<file path="src/rtl/usb_rx_packet_parser.sv">
`default_nettype none
// ============================================================================
// Module   : usb_rx_packet_parser
// Purpose  : Splits the USB RX byte stream into PID, token fields and payload.
//            Checks the PID complement and CRC5, strips the CRC bytes, and
//            issues one done/err verdict per packet.
//            Optional CRC16 check is enabled by defining USB_CRC16_CHECK_EN.
// Revision : 1.0 - initial release
// ============================================================================
module usb_rx_packet_parser #(
  parameter int MAX_PAYLOAD = 1024
) (
  input  logic       clk,
  input  logic       nRST,
  input  logic [7:0] rx_data,
  input  logic       rx_valid,
  input  logic       rx_eop,
  input  logic       rx_err,
  output logic [3:0] pid,
  output logic       pid_valid,
  output logic [6:0] tok_addr,
  output logic [3:0] tok_endp,
  output logic       tok_valid,
  output logic [7:0] data_out,
  output logic       data_valid,
  output logic       pkt_done,
  output logic       pkt_err,
  output logic [2:0] err_code
);

  localparam int            CW        = $clog2(MAX_PAYLOAD + 3);
  localparam logic [CW-1:0] c_cnt_ovf = CW'(MAX_PAYLOAD + 2);
  localparam logic [2:0]    c_err_none  = 3'd0;
  localparam logic [2:0]    c_err_pid   = 3'd1;
  localparam logic [2:0]    c_err_crc5  = 3'd2;
  localparam logic [2:0]    c_err_len   = 3'd4;
  localparam logic [2:0]    c_err_rx    = 3'd5;
  localparam logic [2:0]    c_err_ovf   = 3'd6;
  localparam logic [2:0]    c_err_unsup = 3'd7;

  typedef enum logic [2:0] {
    S_IDLE  = 3'd0,
    S_TOKEN = 3'd1,
    S_DATA  = 3'd2,
    S_HSK   = 3'd3,
    S_DRAIN = 3'd4
  } state_t;

  // Serial CRC5 over one byte, LSB first (x^5+x^2+1).
  function automatic logic [4:0] crc5_byte(input logic [4:0] c, input logic [7:0] d);
    logic [4:0] r;
    r = c;
    for (int i = 0; i < 8; i++) begin
      if (r[4] ^ d[i]) r = {r[3:0], 1'b0} ^ 5'h05;
      else             r = {r[3:0], 1'b0};
    end
    return r;
  endfunction

  state_t        r_state, w_state;
  logic [CW-1:0] r_cnt, w_cnt;
  logic [7:0]    r_dly0, w_dly0, r_dly1, w_dly1;
  logic [15:0]   r_tok, w_tok;
  logic [4:0]    r_crc5, w_crc5;
  logic [2:0]    r_err, w_err, w_fin;
  logic [3:0]    r_pid, w_pid;
  logic          r_pid_valid, w_pid_valid;
  logic [6:0]    r_tok_addr, w_tok_addr;
  logic [3:0]    r_tok_endp, w_tok_endp;
  logic          r_tok_valid, w_tok_valid;
  logic [7:0]    r_data_out, w_data_out;
  logic          r_data_valid, w_data_valid;
  logic          r_pkt_done, w_pkt_done;
  logic          r_pkt_err, w_pkt_err;
  logic [2:0]    r_err_code, w_err_code;

`ifdef USB_CRC16_CHECK_EN
  localparam logic [2:0] c_err_crc16 = 3'd3;
  logic [15:0] r_crc16, w_crc16;

  function automatic logic [15:0] crc16_byte(input logic [15:0] c, input logic [7:0] d);
    logic [15:0] r;
    r = c;
    for (int i = 0; i < 8; i++) begin
      if (r[15] ^ d[i]) r = {r[14:0], 1'b0} ^ 16'h8005;
      else              r = {r[14:0], 1'b0};
    end
    return r;
  endfunction
`endif

  always_ff @(posedge clk or negedge nRST) begin
    if (!nRST) begin
      r_state      <= S_IDLE;
      r_cnt        <= '0;
      r_dly0       <= '0;
      r_dly1       <= '0;
      r_tok        <= '0;
      r_crc5       <= '0;
      r_err        <= '0;
      r_pid        <= '0;
      r_pid_valid  <= 1'b0;
      r_tok_addr   <= '0;
      r_tok_endp   <= '0;
      r_tok_valid  <= 1'b0;
      r_data_out   <= '0;
      r_data_valid <= 1'b0;
      r_pkt_done   <= 1'b0;
      r_pkt_err    <= 1'b0;
      r_err_code   <= '0;
`ifdef USB_CRC16_CHECK_EN
      r_crc16      <= '0;
`endif
    end else begin
      r_state      <= w_state;
      r_cnt        <= w_cnt;
      r_dly0       <= w_dly0;
      r_dly1       <= w_dly1;
      r_tok        <= w_tok;
      r_crc5       <= w_crc5;
      r_err        <= w_err;
      r_pid        <= w_pid;
      r_pid_valid  <= w_pid_valid;
      r_tok_addr   <= w_tok_addr;
      r_tok_endp   <= w_tok_endp;
      r_tok_valid  <= w_tok_valid;
      r_data_out   <= w_data_out;
      r_data_valid <= w_data_valid;
      r_pkt_done   <= w_pkt_done;
      r_pkt_err    <= w_pkt_err;
      r_err_code   <= w_err_code;
`ifdef USB_CRC16_CHECK_EN
      r_crc16      <= w_crc16;
`endif
    end
  end

  always_comb begin
    w_state      = r_state;
    w_cnt        = r_cnt;
    w_dly0       = r_dly0;
    w_dly1       = r_dly1;
    w_tok        = r_tok;
    w_crc5       = r_crc5;
    w_err        = r_err;
    w_fin        = c_err_none;
    w_pid        = r_pid;
    w_pid_valid  = 1'b0;
    w_tok_addr   = r_tok_addr;
    w_tok_endp   = r_tok_endp;
    w_tok_valid  = 1'b0;
    w_data_out   = r_data_out;
    w_data_valid = 1'b0;
    w_pkt_done   = 1'b0;
    w_pkt_err    = 1'b0;
    w_err_code   = r_err_code;
`ifdef USB_CRC16_CHECK_EN
    w_crc16      = r_crc16;
`endif

    // The byte is consumed first so that an EOP in the same cycle sees it.
    if (rx_valid) begin
      case (r_state)
        S_IDLE: begin
          w_cnt  = '0;
          w_crc5 = 5'h1F;
          w_err  = c_err_none;
`ifdef USB_CRC16_CHECK_EN
          w_crc16 = 16'hFFFF;
`endif
          if (rx_data[7:4] != ~rx_data[3:0]) begin
            w_state = S_DRAIN;
            w_err   = c_err_pid;
          end else begin
            w_pid       = rx_data[3:0];
            w_pid_valid = 1'b1;
            casez (rx_data[3:0])
              4'b??01, 4'b0100: w_state = S_TOKEN;
              4'b??11:          w_state = S_DATA;
              4'b??10:          w_state = S_HSK;
              default: begin
                w_state = S_DRAIN;
                w_err   = c_err_unsup;
              end
            endcase
          end
        end
        S_TOKEN: begin
          w_tok  = {rx_data, r_tok[15:8]};
          w_crc5 = crc5_byte(r_crc5, rx_data);
          if (r_cnt < CW'(3)) w_cnt = r_cnt + 1'b1;
        end
        S_DATA: begin
`ifdef USB_CRC16_CHECK_EN
          w_crc16 = crc16_byte(r_crc16, rx_data);
`endif
          if (r_cnt == c_cnt_ovf) begin
            w_state = S_DRAIN;
            w_err   = c_err_ovf;
          end else begin
            w_cnt = r_cnt + 1'b1;
            if (r_cnt >= CW'(2)) begin
              w_data_out   = r_dly1;
              w_data_valid = 1'b1;
            end
            w_dly1 = r_dly0;
            w_dly0 = rx_data;
          end
        end
        S_HSK:   w_cnt = CW'(1);
        default: ;
      endcase
    end

    if (rx_err && (r_state != S_IDLE)) begin
      w_state      = S_DRAIN;
      w_err        = c_err_rx;
      w_data_valid = 1'b0;
      w_data_out   = r_data_out;
    end

    if (rx_eop && (w_state != S_IDLE)) begin
      w_fin = w_err;
      if (w_err == c_err_none) begin
        case (w_state)
          S_TOKEN: begin
            if (w_cnt != CW'(2))         w_fin = c_err_len;
            else if (w_crc5 != 5'b01100) w_fin = c_err_crc5;
          end
          S_DATA: begin
            if (w_cnt < CW'(2))            w_fin = c_err_len;
`ifdef USB_CRC16_CHECK_EN
            else if (w_crc16 != 16'h800D) w_fin = c_err_crc16;
`endif
          end
          S_HSK:   if (w_cnt != '0) w_fin = c_err_len;
          default: ;
        endcase
      end
      if (w_fin == c_err_none) begin
        w_pkt_done = 1'b1;
        if (w_state == S_TOKEN) begin
          w_tok_valid = 1'b1;
          w_tok_addr  = w_tok[6:0];
          w_tok_endp  = w_tok[10:7];
        end
      end else begin
        w_pkt_err  = 1'b1;
        w_err_code = w_fin;
      end
      w_state = S_IDLE;
    end
  end

  assign pid        = r_pid;
  assign pid_valid  = r_pid_valid;
  assign tok_addr   = r_tok_addr;
  assign tok_endp   = r_tok_endp;
  assign tok_valid  = r_tok_valid;
  assign data_out   = r_data_out;
  assign data_valid = r_data_valid;
  assign pkt_done   = r_pkt_done;
  assign pkt_err    = r_pkt_err;
  assign err_code   = r_err_code;

endmodule
`default_nettype wire

</file>
<file path="config.mk">
export PLATFORM = sky130hd
export DESIGN_NAME = usb_rx_packet_parser
export DESIGN_NICKNAME = d
export VERILOG_FILES = /design/src/rtl/usb_rx_packet_parser.sv
export SDC_FILE = /design/constraint.sdc
export NUM_CORES = 1
export LEC_CHECK = 0
export CAP_MARGIN = 0
export CORE_MARGIN = 10
export CORE_UTILIZATION = 39
export DETAILED_ROUTE_END_ITERATION = 10
export GPL_TIMING_DRIVEN = 0
export PLACE_DENSITY = 0.6
export SYNTH_ARGS = -nofsm -noshare
export SYNTH_HDL_FRONTEND = slang
export SYNTH_SLANG_ARGS = --single-unit
</file>
<file path="constraint.sdc">
create_clock -name clk -period 11.1 [get_ports clk]
set_clock_uncertainty 0.2 [all_clocks]
set_input_delay 1.11 -clock clk [delete_from_list [all_inputs] [get_ports clk]]
set_output_delay 1.11 -clock clk [all_outputs]
set_load 0.02 [all_outputs]
</file>
Yosys cells after proc, flatten, opt, wreduce, memory -nomap -nowiden
Index checks and enable logic that the tools add are counted.

Bits in registers: 85. Input bits: 13. Logic and storage cells: 138. Output and inout bits: 31.

Eq/ne operators: 14. Multiplexer cells: 65. Bitwise gates (word level): 21. $add $sub $neg: 1. Magnitude comparators: 3. Reduce and logical (&&, ||, !) cells: 16.

Operators with widths (number): 2-to-1 mux 5 bit (15); 2-to-1 mux 3 bit (24); 2-to-1 mux 11 bit (5); case mux 11 bit (4 select lines) (1); less-than comparator 11 x 2 -> 1 bit, second input constant (2); case mux 3 bit (3 select lines) (2); NOT 2 bit (8); 2-to-1 mux 1 bit (15); equality test 3 x 2 -> 1 bit, second input constant (4); case mux 3 bit (2 select lines) (2); adder 11 x 1 -> 11 bit, second input constant (1); equality test 11 bit, second input constant (1); >= comparator 11 x 2 -> 1 bit, second input constant (1); != test 11 x 2 -> 1 bit, second input constant (1); nonzero test 11 bit (1); case mux 5 bit (2 select lines) (1); zero test 3 bit (3); AND reduction 3 bit (3); bitwise XOR 1 bit (8); equality test 3 x 1 -> 1 bit, second input constant (2); nonzero test 3 bit (2); != test 5 x 4 -> 1 bit, second input constant (1); AND reduction 5 bit (1); equality test 2 bit, second input constant (2); other kinds (9) (14).

Depth between registers and ports, before layout
Depth after elaboration: 41. Depth in mapped cells: 13. Mapped depth without buffers: 12.

Worst setup path after synthesis
No wires, ideal clock.

Path type: input to register. From: input rx_data[1]. To: register r_tok_addr[0] (netlist: tok_addr[0]). Arrival: 3.694 ns. Stages: 11. Library setup time: 0.125 ns. Slack: 7.081 ns. Cell sequence: clkbuf_1 > xnor2_1 > nor4_1 > nor2b_1 > o211ai_1 > nand4bb_1 > o21bai_1 > a311oi_4 > nor3_2 > buf_6 > mux2_4.

Elaborated cells on any way between the ends: 61. Those cells by class: 9 x eq/ne; 38 x mux; 7 x bitwise; 7 x reduce/logical.

RTL lines: start: declaration (line 15) `input logic [7:0] rx_data,`; equality test 4 x 3 -> 1 bit (tied with other cells) (line 177) `casez (rx_data[3:0])`; OR reduction 4 bit (no source line); 2-to-1 mux 3 bit (line 177); 2-to-1 mux 3 bit * (line 171) `if (rx_data[7:4] != ~rx_data[3:0]) begin`; case mux 3 bit (2 select lines) * (line 163) `case (r_state)`; 2-to-1 mux 3 bit * (line 162) `if (rx_valid) begin`; 2-to-1 mux 3 bit * (line 215) `if (rx_err && (r_state != S_IDLE)) begin`; via w_err[0] (line 65) `logic [2:0] r_err, w_err, w_fin;`; 2-to-1 mux 3 bit (line 228) `else if (w_crc5 != 5'b01100) w_fin = c_err_crc5;`; 2-to-1 mux 3 bit (line 227) `if (w_cnt != CW'(2)) w_fin = c_err_len;`; case mux 3 bit (3 select lines) (line 225) `case (w_state)`; 2-to-1 mux 3 bit * (line 224) `if (w_err == c_err_none) begin`; 2-to-1 mux 3 bit * (line 222) `if (rx_eop && (w_state != S_IDLE)) begin`; zero test 3 bit * (line 240) `if (w_fin == c_err_none) begin`; AND reduction 3 bit (no source line) *; end signal: assignment (line 124) `r_tok_addr <= w_tok_addr;`; end: declaration (line 68) `logic [6:0] r_tok_addr, w_tok_addr;`.

Mark *: on every way through the listed nets, which the timed path passes. The rest lies on a longest branch. The select of a mux whose other input is x is not followed. A chain may end at the register's enable or synchronous reset.

Worst setup path after layout
From: input rx_valid. To: register r_tok_addr[5] (netlist: tok_addr[5]).

Elaborated cells on any way between the ends: 26. Those cells by class: 1 x order compare; 5 x eq/ne; 14 x mux; 6 x reduce/logical.

RTL lines: start: declaration (line 16) `input logic rx_valid,`; 2-to-1 mux 11 bit * (line 162); via w_cnt[8] (line 61) `logic [CW-1:0] r_cnt, w_cnt;`; less-than comparator 11 x 2 -> 1 bit (tied with other cells) (line 231) `if (w_cnt < CW'(2)) w_fin = c_err_len;`; 2-to-1 mux 3 bit, on equally long branches (line 231, 227, 236); case mux 3 bit (3 select lines) * (line 225); 2-to-1 mux 3 bit * (line 224); 2-to-1 mux 3 bit * (line 222); zero test 3 bit * (line 240); AND reduction 3 bit (no source line) *.

Marks and branches as above.

==> flow_metrics.env <==
export IMPL_start_util_pct=40.3
export IMPL_p_leak_nw=2.24
export IMPL_place_gp_congestion=0.888
export IMPL_finalCritPeriodShare_pct=43.7
export IMPL_crit_fanout=10
export IMPL_clk_pin_slew_ns=0.10
export IMPL_synth_edff_count=0
export IMPL_final_nets=422
export IMPL_hold_viol=0
export IMPL_cts_resized=0
export IMPL_syn_inst=354
export IMPL_finalNonFillerCells=548
export IMPL_synth_area_sq_um=4180
export IMPL_gr_usage_all_layers_pct=12.9
export IMPL_worst_slew_pin_slew_ns=0.909
export IMPL_fin_crit_ns=4.86
export IMPL_htreeDepth=3
export IMPL_portBuffers=41
export IMPL_wl_mm=9.42
export IMPL_clockBufferDepth=2
export IMPL_cts_tree="built"
export IMPL_via_per_inst=5.49
export IMPL_setup_viol=0
export IMPL_cts_hold_buffers=0
export IMPL_cts_buffers=9
export IMPL_max_freq_ghz=0.206
export IMPL_die_h_um=124
export IMPL_dieWidth_um=124
export IMPL_yosys_area_top_type="dfrtp_1"
export IMPL_syn_nets=369
export IMPL_critPathLaunch="rx_valid"
export IMPL_min_path_type="register to register"
export IMPL_ir_drop_v=0.0000802
export IMPL_rr_worst_depth=12
export IMPL_avgSynthCellArea_sq_um=11.8
export IMPL_cp_required_ns=11.14
export IMPL_synth_top_area_share_pct=50.9
export IMPL_drc=0
export IMPL_grt_max_degree=51
export IMPL_post_cts_setup_buffers=0
export IMPL_syn2layout_area_growth_pct=20.2
export IMPL_vias=3007
export IMPL_grt_pass1_wl_mm=15.8
export IMPL_synthTopCellsByArea="dfrtp_1, mux2_2, xnor2_1"
export IMPL_crit_arrival_ns=4.90
export IMPL_rows=37
export IMPL_cts_root_buf="clkbuf_8"
export IMPL_clock_latency_ns=0.36
export IMPL_ys_flop_type="dfrtp_1"
export IMPL_crit_type="input port to register"
export IMPL_synth_distinct_cells=60
export IMPL_drtIter0Drc=185
export IMPL_rr_startpoint="r_state[2]$_DFF_PN0_"
export IMPL_gr_total_overflow=0
export IMPL_ys_warn_count=0
export IMPL_final_cell_mix="dfrtp_1, mux2_2, clkdlybuf4s50_1, nand2_1, xnor2_1"
export IMPL_r2r_end="tok_addr[5]$_DFFE_PN0P_"
export IMPL_drive_gt1_share_pct=20.9
export IMPL_dp_hpwl_mm=6.84
export IMPL_status="complete, no violations"
export IMPL_antenna_found_initial=0
export IMPL_design_die_area_sq_um=15300
export IMPL_cts_sinks=85
export IMPL_synth_seq_cells=85
export IMPL_reg2reg_slack_ns=6.97
export IMPL_endpoint_kind="register"
export IMPL_dp_cells=532
export IMPL_drtPass1Iterations=4
export IMPL_critPathLaunchType="input port"
export IMPL_final_max_slew_viol_count=0
export IMPL_wl_per_cell_um=17.2
export IMPL_grt_pass1_vias=3066
export IMPL_powerDensity_nw_per_um2=138
export IMPL_setup_tns_ns=0
export IMPL_crit_end="tok_addr[5]$_DFFE_PN0P_"
export IMPL_ioPinCount=44
export IMPL_synth_seq_area_share_pct=50.9
export IMPL_synthArstFlopShare_pct=100
export IMPL_rsz0062_at_grt="no"
export IMPL_n_antenna_cell=0
export IMPL_final_common_cell="dfrtp_1"
export IMPL_ant_nets=0
export IMPL_coreArea_sq_um=10400
export IMPL_drv_cap=0
export IMPL_slew_limit_headroom_pct=39.3
[layer usage]
layer	track usage [%]	wire [um]
met4	4.37	115
met2	19.7	4330
met3	3.01	578
met1	17.8	4390
met5	0	0
[synthesized netlist by cell type (3+ instances only)]
cell,instances
a211oi_1,6
a21oi_1,9
a22o_1,3
a31o_2,4
a31oi_1,4
clkbuf_1,11
dfrtp_1,85
inv_1,7
mux2_2,42
mux2_4,9
nand2_1,16
nand2b_1,8
nand3_1,9
nand4_1,4
nor2_1,15
nor2b_1,7
nor3_1,12
nor3b_1,3
nor4_1,3
o211ai_1,6
o21ai_0,15
o31ai_1,4
or3_1,3
xnor2_1,16
[cell type report]
type / instances / area [sq um]
multi-input combinational: 246 / 1950
fill: 984 / 5350
inverter: 7 / 26.3
tap: 136 / 170
clock buffer: 9 / 124
sequential: 85 / 2130
buffer: 16 / 77.6
clock inverter: 7 / 114
timing repair buffer: 42 / 435
[worst min-delay path by stage]
stage                                       end                   from  slack [ns]  depth (start not counted)
after floorplan           r_dly0[2]$_DFFE_PN0P_  r_dly0[2]$_DFFE_PN0P_        0.25                          2
after global routing         r_tok[6]$_DFF_PN0_     r_tok[6]$_DFF_PN0_        0.32                          1
after global placement    r_dly0[3]$_DFFE_PN0P_  r_dly0[3]$_DFFE_PN0P_        0.26                          2
after detailed placement  r_dly0[3]$_DFFE_PN0P_  r_dly0[3]$_DFFE_PN0P_        0.27                          2
final                     r_dly0[3]$_DFFE_PN0P_  r_dly0[3]$_DFFE_PN0P_        0.29                          2
after CTS                 r_dly0[3]$_DFFE_PN0P_  r_dly0[3]$_DFFE_PN0P_        0.29                          2
[where the power goes]
group	total [mW]	internal, mW	switching (mW)
Combinational	0.0987	0.0456	0.0531
Clock	0.259	0.133	0.126
Sequential	0.336	0.328	0.00858
Total	0.694	0.506	0.188
[critical path, stage by stage]
cell and delay, ns:
clkdlybuf4s50_1 0.69, nor4bb_1 0.80, nand4_1 0.20, and2_1 0.27, o311ai_1 0.38, or4b_4 0.24, and4b_1 0.22, a311oi_4 0.37
nor3_2 0.13, buf_6 0.18, mux2_4 0.30
[cells by family (layout without fill, tap and decap cells)]
| logic type | Yosys count | count (layout) | share of synthesized area [%] |
|---|---|---|---|
| simple gates | 103 | 103 | 14.6 |
| flops | 85 | 85 | 50.9 |
| compound gates | 69 | 69 | 12.1 |
| mux | 53 | 53 | 15.0 |
| buf+inv | 23 | 81 | 2.49 |
| xor+xnor | 19 | 19 | 4.31 |
| fa+ha+maj | 2 | 2 | 0.599 |
[sequential cells by signal, summed over array words and instances (netlist names), 5 cells and up]
register and cells:
tok_addr 7, data_out 8, r_dly0 8, r_cnt 11, r_crc5 5, r_tok 16, r_dly1 8
[stage by stage]
step                      hold WS (ns)  utilization (%)  total power [mW]  area, sq um  worst slack [ns]
after global routing             0.320             48.4             0.727         5020              6.01
final                            0.290             48.4             0.694         5020              6.24
after floorplan                  0.246                -             0.398         4180              7.08
after detailed placement         0.267             46.1             0.442         4780              5.91
after global placement           0.259             45.9             0.440         4760              5.69
after CTS                        0.289             48.4             0.705         5020              6.29
Power figures use the tool's default switching activity.
